<file path="src/rtl/regfile_wb_arbiter_pkg.sv">
// ----------------------------------------------------------------------------
// regfile_pkg
//   Shared types and constants for the register-file writeback arbiter and
//   its busy scoreboard.
//   - REG_ADDR_W / REG_DATA_W : default register index / data widths
//   - reg_addr_t / reg_data_t : register index and data types at those widths
//   - REG_X0                  : index of the hard-wired zero register
//   - wb_req_t                : one writeback request {valid, rd, data}
//   - gnt_e                   : arbitration result / round-robin pointer
// ----------------------------------------------------------------------------
package regfile_pkg;

    localparam int REG_ADDR_W = 5;
    localparam int REG_DATA_W = 32;

    typedef logic [REG_ADDR_W-1:0] reg_addr_t;
    typedef logic [REG_DATA_W-1:0] reg_data_t;

    localparam reg_addr_t REG_X0 = '0;

    typedef struct packed {
        logic      valid;
        reg_addr_t rd;
        reg_data_t data;
    } wb_req_t;

    typedef enum logic [1:0] {
        GNT_NONE = 2'd0,
        GNT_REQ0 = 2'd1,
        GNT_REQ1 = 2'd2
    } gnt_e;

endpackage

</file>
<file path="src/rtl/regfile_wb_arbiter_scoreboard.sv">
// ----------------------------------------------------------------------------
// regfile_scoreboard
//   Per-register busy scoreboard. A bit is set when ID accepts an instruction
//   that will write that register and cleared when its writeback is granted.
//   ID is stalled while any of its operands or its destination is pending.
// Ports
//   clk, rst      clock, synchronous active-high reset
//   issue_valid   ID presents an instruction
//   issue_rs1/2   source registers
//   issue_rd      destination register (0 = no writeback)
//   issue_stall   combinational: instruction not accepted this cycle
//   clr_valid     a writeback is granted this cycle
//   clr_rd        destination of the granted writeback
//   busy          busy vector; bit 0 is always 0
// ----------------------------------------------------------------------------
module regfile_scoreboard
    import regfile_pkg::*;
#(
    parameter  int ADDR_W = REG_ADDR_W,
    localparam int NREG   = 1 << ADDR_W
) (
    input  logic              clk,
    input  logic              rst,
    input  logic              issue_valid,
    input  logic [ADDR_W-1:0] issue_rs1,
    input  logic [ADDR_W-1:0] issue_rs2,
    input  logic [ADDR_W-1:0] issue_rd,
    output logic              issue_stall,
    input  logic              clr_valid,
    input  logic [ADDR_W-1:0] clr_rd,
    output logic [NREG-1:0]   busy
);

    logic [NREG-1:0] busy_p1;
    logic [NREG-1:0] busy_nxt;
    logic            hit_rs1;
    logic            hit_rs2;
    logic            hit_rd;
    logic            accept;

    // x0 never carries a hazard, whatever the busy vector says
    assign hit_rs1 = (issue_rs1 != '0) && busy_p1[issue_rs1];
    assign hit_rs2 = (issue_rs2 != '0) && busy_p1[issue_rs2];
    assign hit_rd  = (issue_rd  != '0) && busy_p1[issue_rd];

    assign issue_stall = issue_valid & (hit_rs1 | hit_rs2 | hit_rd);
    assign accept      = issue_valid & ~issue_stall & (issue_rd != '0);

    // Clear first, then set: a same-edge set of the same register wins.
    // No bypass: a cleared bit is only visible to ID from the next cycle.
    always_comb begin
        busy_nxt = busy_p1;
        if (clr_valid) begin
            busy_nxt[clr_rd] = 1'b0;
        end
        if (accept) begin
            busy_nxt[issue_rd] = 1'b1;
        end
        busy_nxt[0] = 1'b0;
    end

    // ---- stage p1: scoreboard state ----
    always_ff @(posedge clk) begin
        if (rst) begin
            busy_p1 <= '0;
        end else begin
            busy_p1 <= busy_nxt;
        end
    end

    assign busy = busy_p1;

endmodule

</file>
<file path="src/rtl/regfile_wb_arbiter.sv">
// ----------------------------------------------------------------------------
// regfile_wb_arbiter
//   Write-port controller for the ID-stage register file. Shares the single
//   write port between the ALU writeback (req0) and the load unit (req1),
//   drives RegWrite/WriteRegister/WriteData from a register stage, and keeps
//   a busy scoreboard that stalls ID on RAW/WAW hazards.
//
//   Build option REGARB_RR_EN:
//     undefined : fixed priority, req1 (load) over req0 (ALU); req0 may starve
//     defined   : round-robin on contention; the loser of a contested cycle
//                 wins the next contested cycle
//
// Ports
//   clk, rst                  clock, synchronous active-high reset
//   issue_valid/rs1/rs2/rd    instruction presented by ID
//   issue_stall               combinational: instruction not accepted
//   req0_valid/rd/data        ALU writeback request
//   req0_ready                combinational grant for req0
//   req1_valid/rd/data        load writeback request
//   req1_ready                combinational grant for req1
//   rf_we/rf_waddr/rf_wdata   registered write port to the register file
//   busy                      scoreboard, bit i = write to register i pending
// ----------------------------------------------------------------------------
module regfile_wb_arbiter
    import regfile_pkg::*;
#(
    parameter  int ADDR_W = REG_ADDR_W,
    parameter  int DATA_W = REG_DATA_W,
    localparam int NREG   = 1 << ADDR_W
) (
    input  logic              clk,
    input  logic              rst,
    input  logic              issue_valid,
    input  logic [ADDR_W-1:0] issue_rs1,
    input  logic [ADDR_W-1:0] issue_rs2,
    input  logic [ADDR_W-1:0] issue_rd,
    output logic              issue_stall,
    input  logic              req0_valid,
    input  logic [ADDR_W-1:0] req0_rd,
    input  logic [DATA_W-1:0] req0_data,
    output logic              req0_ready,
    input  logic              req1_valid,
    input  logic [ADDR_W-1:0] req1_rd,
    input  logic [DATA_W-1:0] req1_data,
    output logic              req1_ready,
    output logic              rf_we,
    output logic [ADDR_W-1:0] rf_waddr,
    output logic [DATA_W-1:0] rf_wdata,
    output logic [NREG-1:0]   busy
);

    gnt_e              gnt_sel;
    logic              contested;
    logic              gnt_any;
    logic [ADDR_W-1:0] win_rd;
    logic [DATA_W-1:0] win_data;

    logic              vld_p1;
    logic [ADDR_W-1:0] waddr_p1;
    logic [DATA_W-1:0] wdata_p1;

    assign contested = req0_valid & req1_valid;

`ifdef REGARB_RR_EN
    // Winner of the most recent contested cycle; starts at req0 so the
    // first contest after reset goes to the load unit.
    gnt_e last_win_p1;

    always_comb begin
        gnt_sel = GNT_NONE;
        if (!rst) begin
            if (contested) begin
                gnt_sel = (last_win_p1 == GNT_REQ1) ? GNT_REQ0 : GNT_REQ1;
            end else if (req1_valid) begin
                gnt_sel = GNT_REQ1;
            end else if (req0_valid) begin
                gnt_sel = GNT_REQ0;
            end
        end
    end

    // ---- stage p1: round-robin pointer, moves only on contested grants ----
    always_ff @(posedge clk) begin
        if (rst) begin
            last_win_p1 <= GNT_REQ0;
        end else if (contested) begin
            last_win_p1 <= gnt_sel;
        end
    end
`else
    always_comb begin
        gnt_sel = GNT_NONE;
        if (!rst) begin
            if (req1_valid) begin
                gnt_sel = GNT_REQ1;
            end else if (req0_valid) begin
                gnt_sel = GNT_REQ0;
            end
        end
    end
`endif

    assign req0_ready = (gnt_sel == GNT_REQ0);
    assign req1_ready = (gnt_sel == GNT_REQ1);
    assign gnt_any    = (gnt_sel != GNT_NONE);

    always_comb begin
        win_rd   = req0_rd;
        win_data = req0_data;
        if (gnt_sel == GNT_REQ1) begin
            win_rd   = req1_rd;
            win_data = req1_data;
        end
    end

    // ---- stage p1: register-file write port ----
    // A grant to x0 completes the handshake but never raises the write enable.
    always_ff @(posedge clk) begin
        if (rst) begin
            vld_p1   <= 1'b0;
            waddr_p1 <= '0;
            wdata_p1 <= '0;
        end else begin
            vld_p1 <= gnt_any && (win_rd != '0);
            if (gnt_any) begin
                waddr_p1 <= win_rd;
                wdata_p1 <= win_data;
            end
        end
    end

    assign rf_we    = vld_p1;
    assign rf_waddr = waddr_p1;
    assign rf_wdata = wdata_p1;

    regfile_scoreboard #(
        .ADDR_W (ADDR_W)
    ) u_scoreboard (
        .clk         (clk),
        .rst         (rst),
        .issue_valid (issue_valid),
        .issue_rs1   (issue_rs1),
        .issue_rs2   (issue_rs2),
        .issue_rd    (issue_rd),
        .issue_stall (issue_stall),
        .clr_valid   (gnt_any),
        .clr_rd      (win_rd),
        .busy        (busy)
    );

endmodule

</file>
<file path="config.mk">
export PLATFORM = sky130hd
export DESIGN_NAME = regfile_wb_arbiter
export DESIGN_NICKNAME = d
export VERILOG_FILES = /design/src/rtl/regfile_wb_arbiter_pkg.sv /design/src/rtl/regfile_wb_arbiter_scoreboard.sv /design/src/rtl/regfile_wb_arbiter.sv
export SDC_FILE = /design/constraint.sdc
export NUM_CORES = 1
export LEC_CHECK = 0
export CORE_MARGIN = 3
export CORE_UTILIZATION = 48
export CTS_CLUSTER_DIAMETER = 80
export DETAILED_ROUTE_END_ITERATION = 10
export PLACE_DENSITY_LB_ADDON = 0.05
export SETUP_SLACK_MARGIN = 0.5
export SLEW_MARGIN = 0
export SYNTH_ARGS = -nofsm -noshare
export SYNTH_HDL_FRONTEND = slang
export SYNTH_SLANG_ARGS = --single-unit
</file>
<file path="constraint.sdc">
create_clock -name clk -period 5.4 [get_ports clk]
set_clock_uncertainty 0.1 [all_clocks]
set_input_delay 1.08 -clock clk [delete_from_list [all_inputs] [get_ports clk]]
set_output_delay 1.08 -clock clk [all_outputs]
set_load 0.01 [all_outputs]
</file>
After elaboration in Yosys (flattened, before gate mapping)
Index checks and enable logic that the tools add are counted.
{ "op_classes": {"div": 0, "reduce_logical": 11, "n_eq_ne": 2, "n_shift": 0, "muxes": 17, "order_cmp": 6, "bitwise": 9, "add_sub_neg": 0, "multipliers": 0} }
{ "op_table": {"columns": ["cell", "count"], "rows": [
  ["$mux 32", 3],
  ["$and 32x32->32", 1],
  ["$not 32->32", 1],
  ["$or 32x32->32", 1],
  ["$lt 5x6->1 const B", 4],
  ["$reduce_bool 5->1", 4],
  ["$bmux 1 s5", 3],
  ["$demux 1 s5", 2],
  ["$ge 5x1->1 const B", 2],
  ["$logic_and 1x1->1", 6],
  ["$mux 1", 6],
  ["$mux 5", 1],
  ["$mux 2", 2],
  ["$and 1x1->1", 3],
  ["$eq 2x1->1 const B", 1],
  ["$eq 2x2->1 const B", 1],
  ["$or 1x1->1", 2],
  ["$reduce_bool 2->1", 1],
  ["$not 1->1", 1]
]} }
{ "totals": {"latchBits": 0, "word_cells": 50, "output_inout_bits": 73, "regBits": 70, "input_bits": 94, "mem_bits_rw": 0, "memories": 0, "rom_bits": 0} }

Depth between registers and ports, before layout
{ "logic_depth": {"ltp_word": 14, "ltp_mapped": 9, "depth_no_buf": 6} }

Modules after synthesis
From an unflattened synthesis, not the netlist that was laid out.
{ "hier_totals": {"hier_cells": 484, "hier_area_um2": 4433.0} }
{ "by_module_without_submodules": {"columns": ["mod", "seq_area_each_um2", "instances", "area_per_inst_um2", "cells_each"], "rows": [
  ["regfile_scoreboard", 620.6, 1, 2565.0, 306],
  ["regfile_wb_arbiter", 760.7, 1, 1868.0, 178]
]} }

Worst setup path before layout
No wires, ideal clock.
{ "synth_timing": {"path_kind": "input-to-output", "from": "in issue_rs1[0]", "to": "out issue_stall", "t_required_ns": 4.220, "stages": 9, "path_buffers": 4, "arrival_ns": 3.036, "setup_slack_ns": 1.184, "path_cell_list": "buf_2 > buf_2 > mux2i_1 > a22oi_1 > and3_1 > or4b_1 > buf_2 > buf_6 > o31a_1"} }
{ "synth_via": {"elab_chain_cells": 6, "elab_cells_between_ends": 7, "classes_between": "mux (2); bitwise (3); reduce/logical (2)"} }
{ "synth_rtl": {"columns": ["item", "line", "rtl"], "rows": [
  ["start, declared", "regfile_wb_arbiter.sv:34", "input logic [ADDR_W-1:0] issue_rs1,"],
  ["$bmux 1 s5", "regfile_wb_arbiter_scoreboard.sv:42", "assign hit_rs1 = (issue_rs1 != '0) && busy_p1[issue_rs1];"],
  ["$mux 1 (implied by the code)", "regfile_wb_arbiter_scoreboard.sv:42", null],
  ["$logic_and 1x1->1 (*)", "regfile_wb_arbiter_scoreboard.sv:42", null],
  ["$or 1x1->1 (*) (2 in a row)", "regfile_wb_arbiter_scoreboard.sv:46", "assign issue_stall = issue_valid & (hit_rs1 | hit_rs2 | hit_rd);"],
  ["$and 1x1->1 (*)", "regfile_wb_arbiter_scoreboard.sv:46", null],
  ["end, declared", "regfile_wb_arbiter.sv:37", "output logic issue_stall,"]
]} }
Mark *: on every way between the ends. The rest lies on a longest branch, timed or not. The select of a mux whose other input is x is not followed.

Final worst setup path
{ "layout_timing": {"from": "in issue_rs1[2]", "to": "out issue_stall"} }
The elaborated chain is that of the path after synthesis.

==> qor.yml <==
grt_util_all_layers_pct: 28.21
drtIter0Drc: 289
required_ps: 4220
die_area_um2: 10240
crit_slowest_cell: "clkdlybuf4s50_1"
port_buffers: 165
area_delta_synth_final_pct: 44.11
fin_tns_setup_ps: 0
ys_seq_elements: 69
dr_total_vias: 4665
period_minus_slack_ps: 4794
cts_hold_buf: 0
vias_per_cell: 5.898
slowest_delay_ps: 630
critical_path.max_fanout: 7
worstHoldPathType: "flip-flop to flip-flop"
switchingPower_mw: 0.3656
cts_buffers: 9
hold_viol_final: 0
outcome: "complete, no violations"
grt_pass1_wl_mm: 22.96
cp-end-kind: "output port"
antenna_found_initial: 0
grt_max_degree: 78
slew_violations: 0
period_share_pct: 88.77
drv_cap: 0
synth_cell_types: 45
detail_route.wl_per_cell_um: 18.47
fp.coreArea_um2: 8763
tightest_slew_ps: 840.9
clk_latency_ps: 340
slew_headroom_pct: 43.35
rsz0062_at_grt: "false"
cts_tree: "done"
path_class: "input port to output port"
clock.fmax_mhz: 208.6
fp.dieH_um: 101.2
drt_wl_total_mm: 14.61
ys_warn_count: 0
overflow: 0
initial_core_util_pct: 49.66
nets: 772
ios: 167
clk_pin_slew_ps: 80
power_frac_comb_pct: 22.5
p_sw_share_pct: 27.86
cts-root-buf: "clkbuf_8"
rows: 34
syn_area_um2: 4352
drive_above_1_share_pct: 7.760
first_global_vias: 4507
p_clk_share_pct: 36.1
critical_path.startpoint: "issue_rs1[2]"
synthCells: 532
postRouteAntennaNets: 0
reg2reg_slack_ps: 2850
antenna_cells: 0
crit_path_frequent_cell: "clkdlybuf4s50_1"
hpwl_mm: 10.80
crit_chain: "clkdlybuf4s50_1, mux4_2, mux2i_1, o22ai_1, or4b_1, o31a_1, clkdlybuf4s50_1"
setup-violations-final: 0
fillers: 748
die_w_um: 101.2
p_leak_nw: 2.421
peakVddDrop_uv: 140.9
clock-sinks: 69
utilization_pct: 71.56
cts_max_level: 3
syn_nets: 626
cts_buffer_depth: 2
place.gp.congestion: 0.9210
yosysSeqAreaShare_pct: 31.74
drc: 0
syn_area_per_cell_um2: 8.180
pwr-share-seq_pct: 41.4
arrival_ps: 3610
hold_slack_ps: 399.4
dr.pass1.iters: 5
min-delay-start: "rf_waddr[4]"
intPower_mw: 0.9468
start_kind: "input port"
cellPowerDensity_nw_per_um2: 209.3
r2r-start: "u_scoreboard.busy[10]"
[routing by layer]
layer  track usage, %  wire, um  part of all wire (%)  vias up
met5                0         0                     0        -
met4            13.29       607                   4.2        0
met3            8.127      1375                   9.4       47
met2            46.63      6866                    47      248
met1            33.77      5761                    39     2151
li1                 -         -                     -     2219
[repair_timing]
item | CTS | global route
setup endpoints to repair | 1 | 1
resized for setup | 3 | 1
setup buffers | 2 | 0
[logic make-up (layout without fill, tap and decap cells)]
logic type / Yosys count / count (layout) / share of synthesized area (%)
buffers and inverters: 50 / 201 / 4.916
AO/OA/AOI/OAI: 125 / 125 / 18.34
AND/OR/NAND/NOR: 205 / 205 / 24.30
flip-flops: 69 / 69 / 31.74
multiplexers: 82 / 82 / 20.62
other: 1 / 1 / 0.08617
[layout by cell type (no fill, tap or decap), types with 15 or more instances in the layout]
master | synthesis | final
o21ai_0 | 26 | 26
nand2_1 | 19 | 19
nand4_1 | 17 | 17
mux2i_1 | 75 | 75
clkdlybuf4s50_1 | 0 | 159
nor2b_1 | 36 | 36
dfxtp_1 | 69 | 69
buf_4 | 1 | 15
a21oi_1 | 39 | 39
o31ai_1 | 16 | 16
nor2_1 | 77 | 77
[final cells by class]
cell class                 instances  area, um2  share of cell area (%)
clock buffer                       9      123.9                   1.975
timing repair buffer             181       1760                   28.07
sequential                        69       1381                   22.03
tap                              108      135.1                   2.155
inverter                           4      15.01                  0.2394
clock inverter                     7      98.84                   1.576
multi-input combinational        413       2756                   43.95
[Yosys cell counts, drive strengths merged]
| cell | count | area, um2 |
|---|---|---|
| o41ai | 15 | 138.9 |
| nand4 | 17 | 106.4 |
| or4b | 1 | 10.01 |
| or2 | 3 | 18.77 |
| nand2 | 19 | 71.32 |
| nor3b | 2 | 15.01 |
| or3 | 6 | 37.54 |
| a211oi | 4 | 30.03 |
| nand2b | 10 | 62.56 |
| o22ai | 1 | 6.260 |
| nand3b | 6 | 45.04 |
| o21ai | 32 | 160.2 |
| a32oi | 1 | 8.760 |
| a221oi | 1 | 8.760 |
| mux2i | 75 | 750.7 |
| and3b | 1 | 8.760 |
| o31ai | 16 | 120.1 |
| or3b | 6 | 52.55 |
| o21a | 1 | 7.510 |
| a22oi | 7 | 52.55 |
| o32ai | 3 | 26.28 |
| and2 | 2 | 12.51 |
| nor2b | 36 | 225.2 |
| o221ai | 2 | 17.52 |
| inv | 4 | 15.01 |
| a21oi | 40 | 204.0 |
| nor2 | 77 | 289.0 |
| nor3 | 8 | 40.04 |
| and3 | 2 | 12.51 |
| dfxtp | 69 | 1381 |
| clkbuf | 31 | 116.4 |
| nand3 | 8 | 40.04 |
| o31a | 1 | 8.760 |
| a2bb2oi | 1 | 8.760 |
| and4b | 1 | 10.01 |
| mux4 | 6 | 135.1 |
| conb | 1 | 3.750 |
| mux2 | 1 | 11.26 |
| buf | 15 | 82.58 |
[worst paths after layout]
path | to | depth (start not counted)
hold / removal | rf_waddr[4] | 2
setup / recovery | issue_stall | 7
setup reg to reg | u_scoreboard.busy[6] | 6
hold reg to reg | rf_waddr[4] | 2
[through the flow]
stage	std cells	power, mW	setup WS [ps]	instance area (um2)
2_1_floorplan	532	0.7008	1184	4352
3_3_place_gp	773	0.8420	405.0	6030
3_5_place_dp	773	0.8481	405.2	6030
4_1_cts	791	1.323	556.7	6269
5_1_grt	791	1.369	501.2	6271
6_report	791	1.312	606.4	6271
[registers in the layout, indices dropped and copies added (netlist names)]
signal             flops
rf_wdata              32
u_scoreboard.busy     31
rf_waddr               5
rf_we                  1
[worst max-delay path: cells and delay by family]
family	cells	cell delay, ps
simple gates	1	520
mux	2	480
buf+inv	2	1120
compound gates	2	420
[power groups by stage]
stage          Sequential (mW)  Clock, mW  Combinational (mW)
6_report                 0.543      0.473               0.296
5_1_grt                  0.546      0.502               0.321
4_1_cts                  0.543      0.484               0.296
3_5_place_dp             0.555          0               0.293
3_3_place_gp             0.554          0               0.288
2_1_floorplan            0.562          0               0.138
Note: power is estimated with default switching activity, not from simulation.
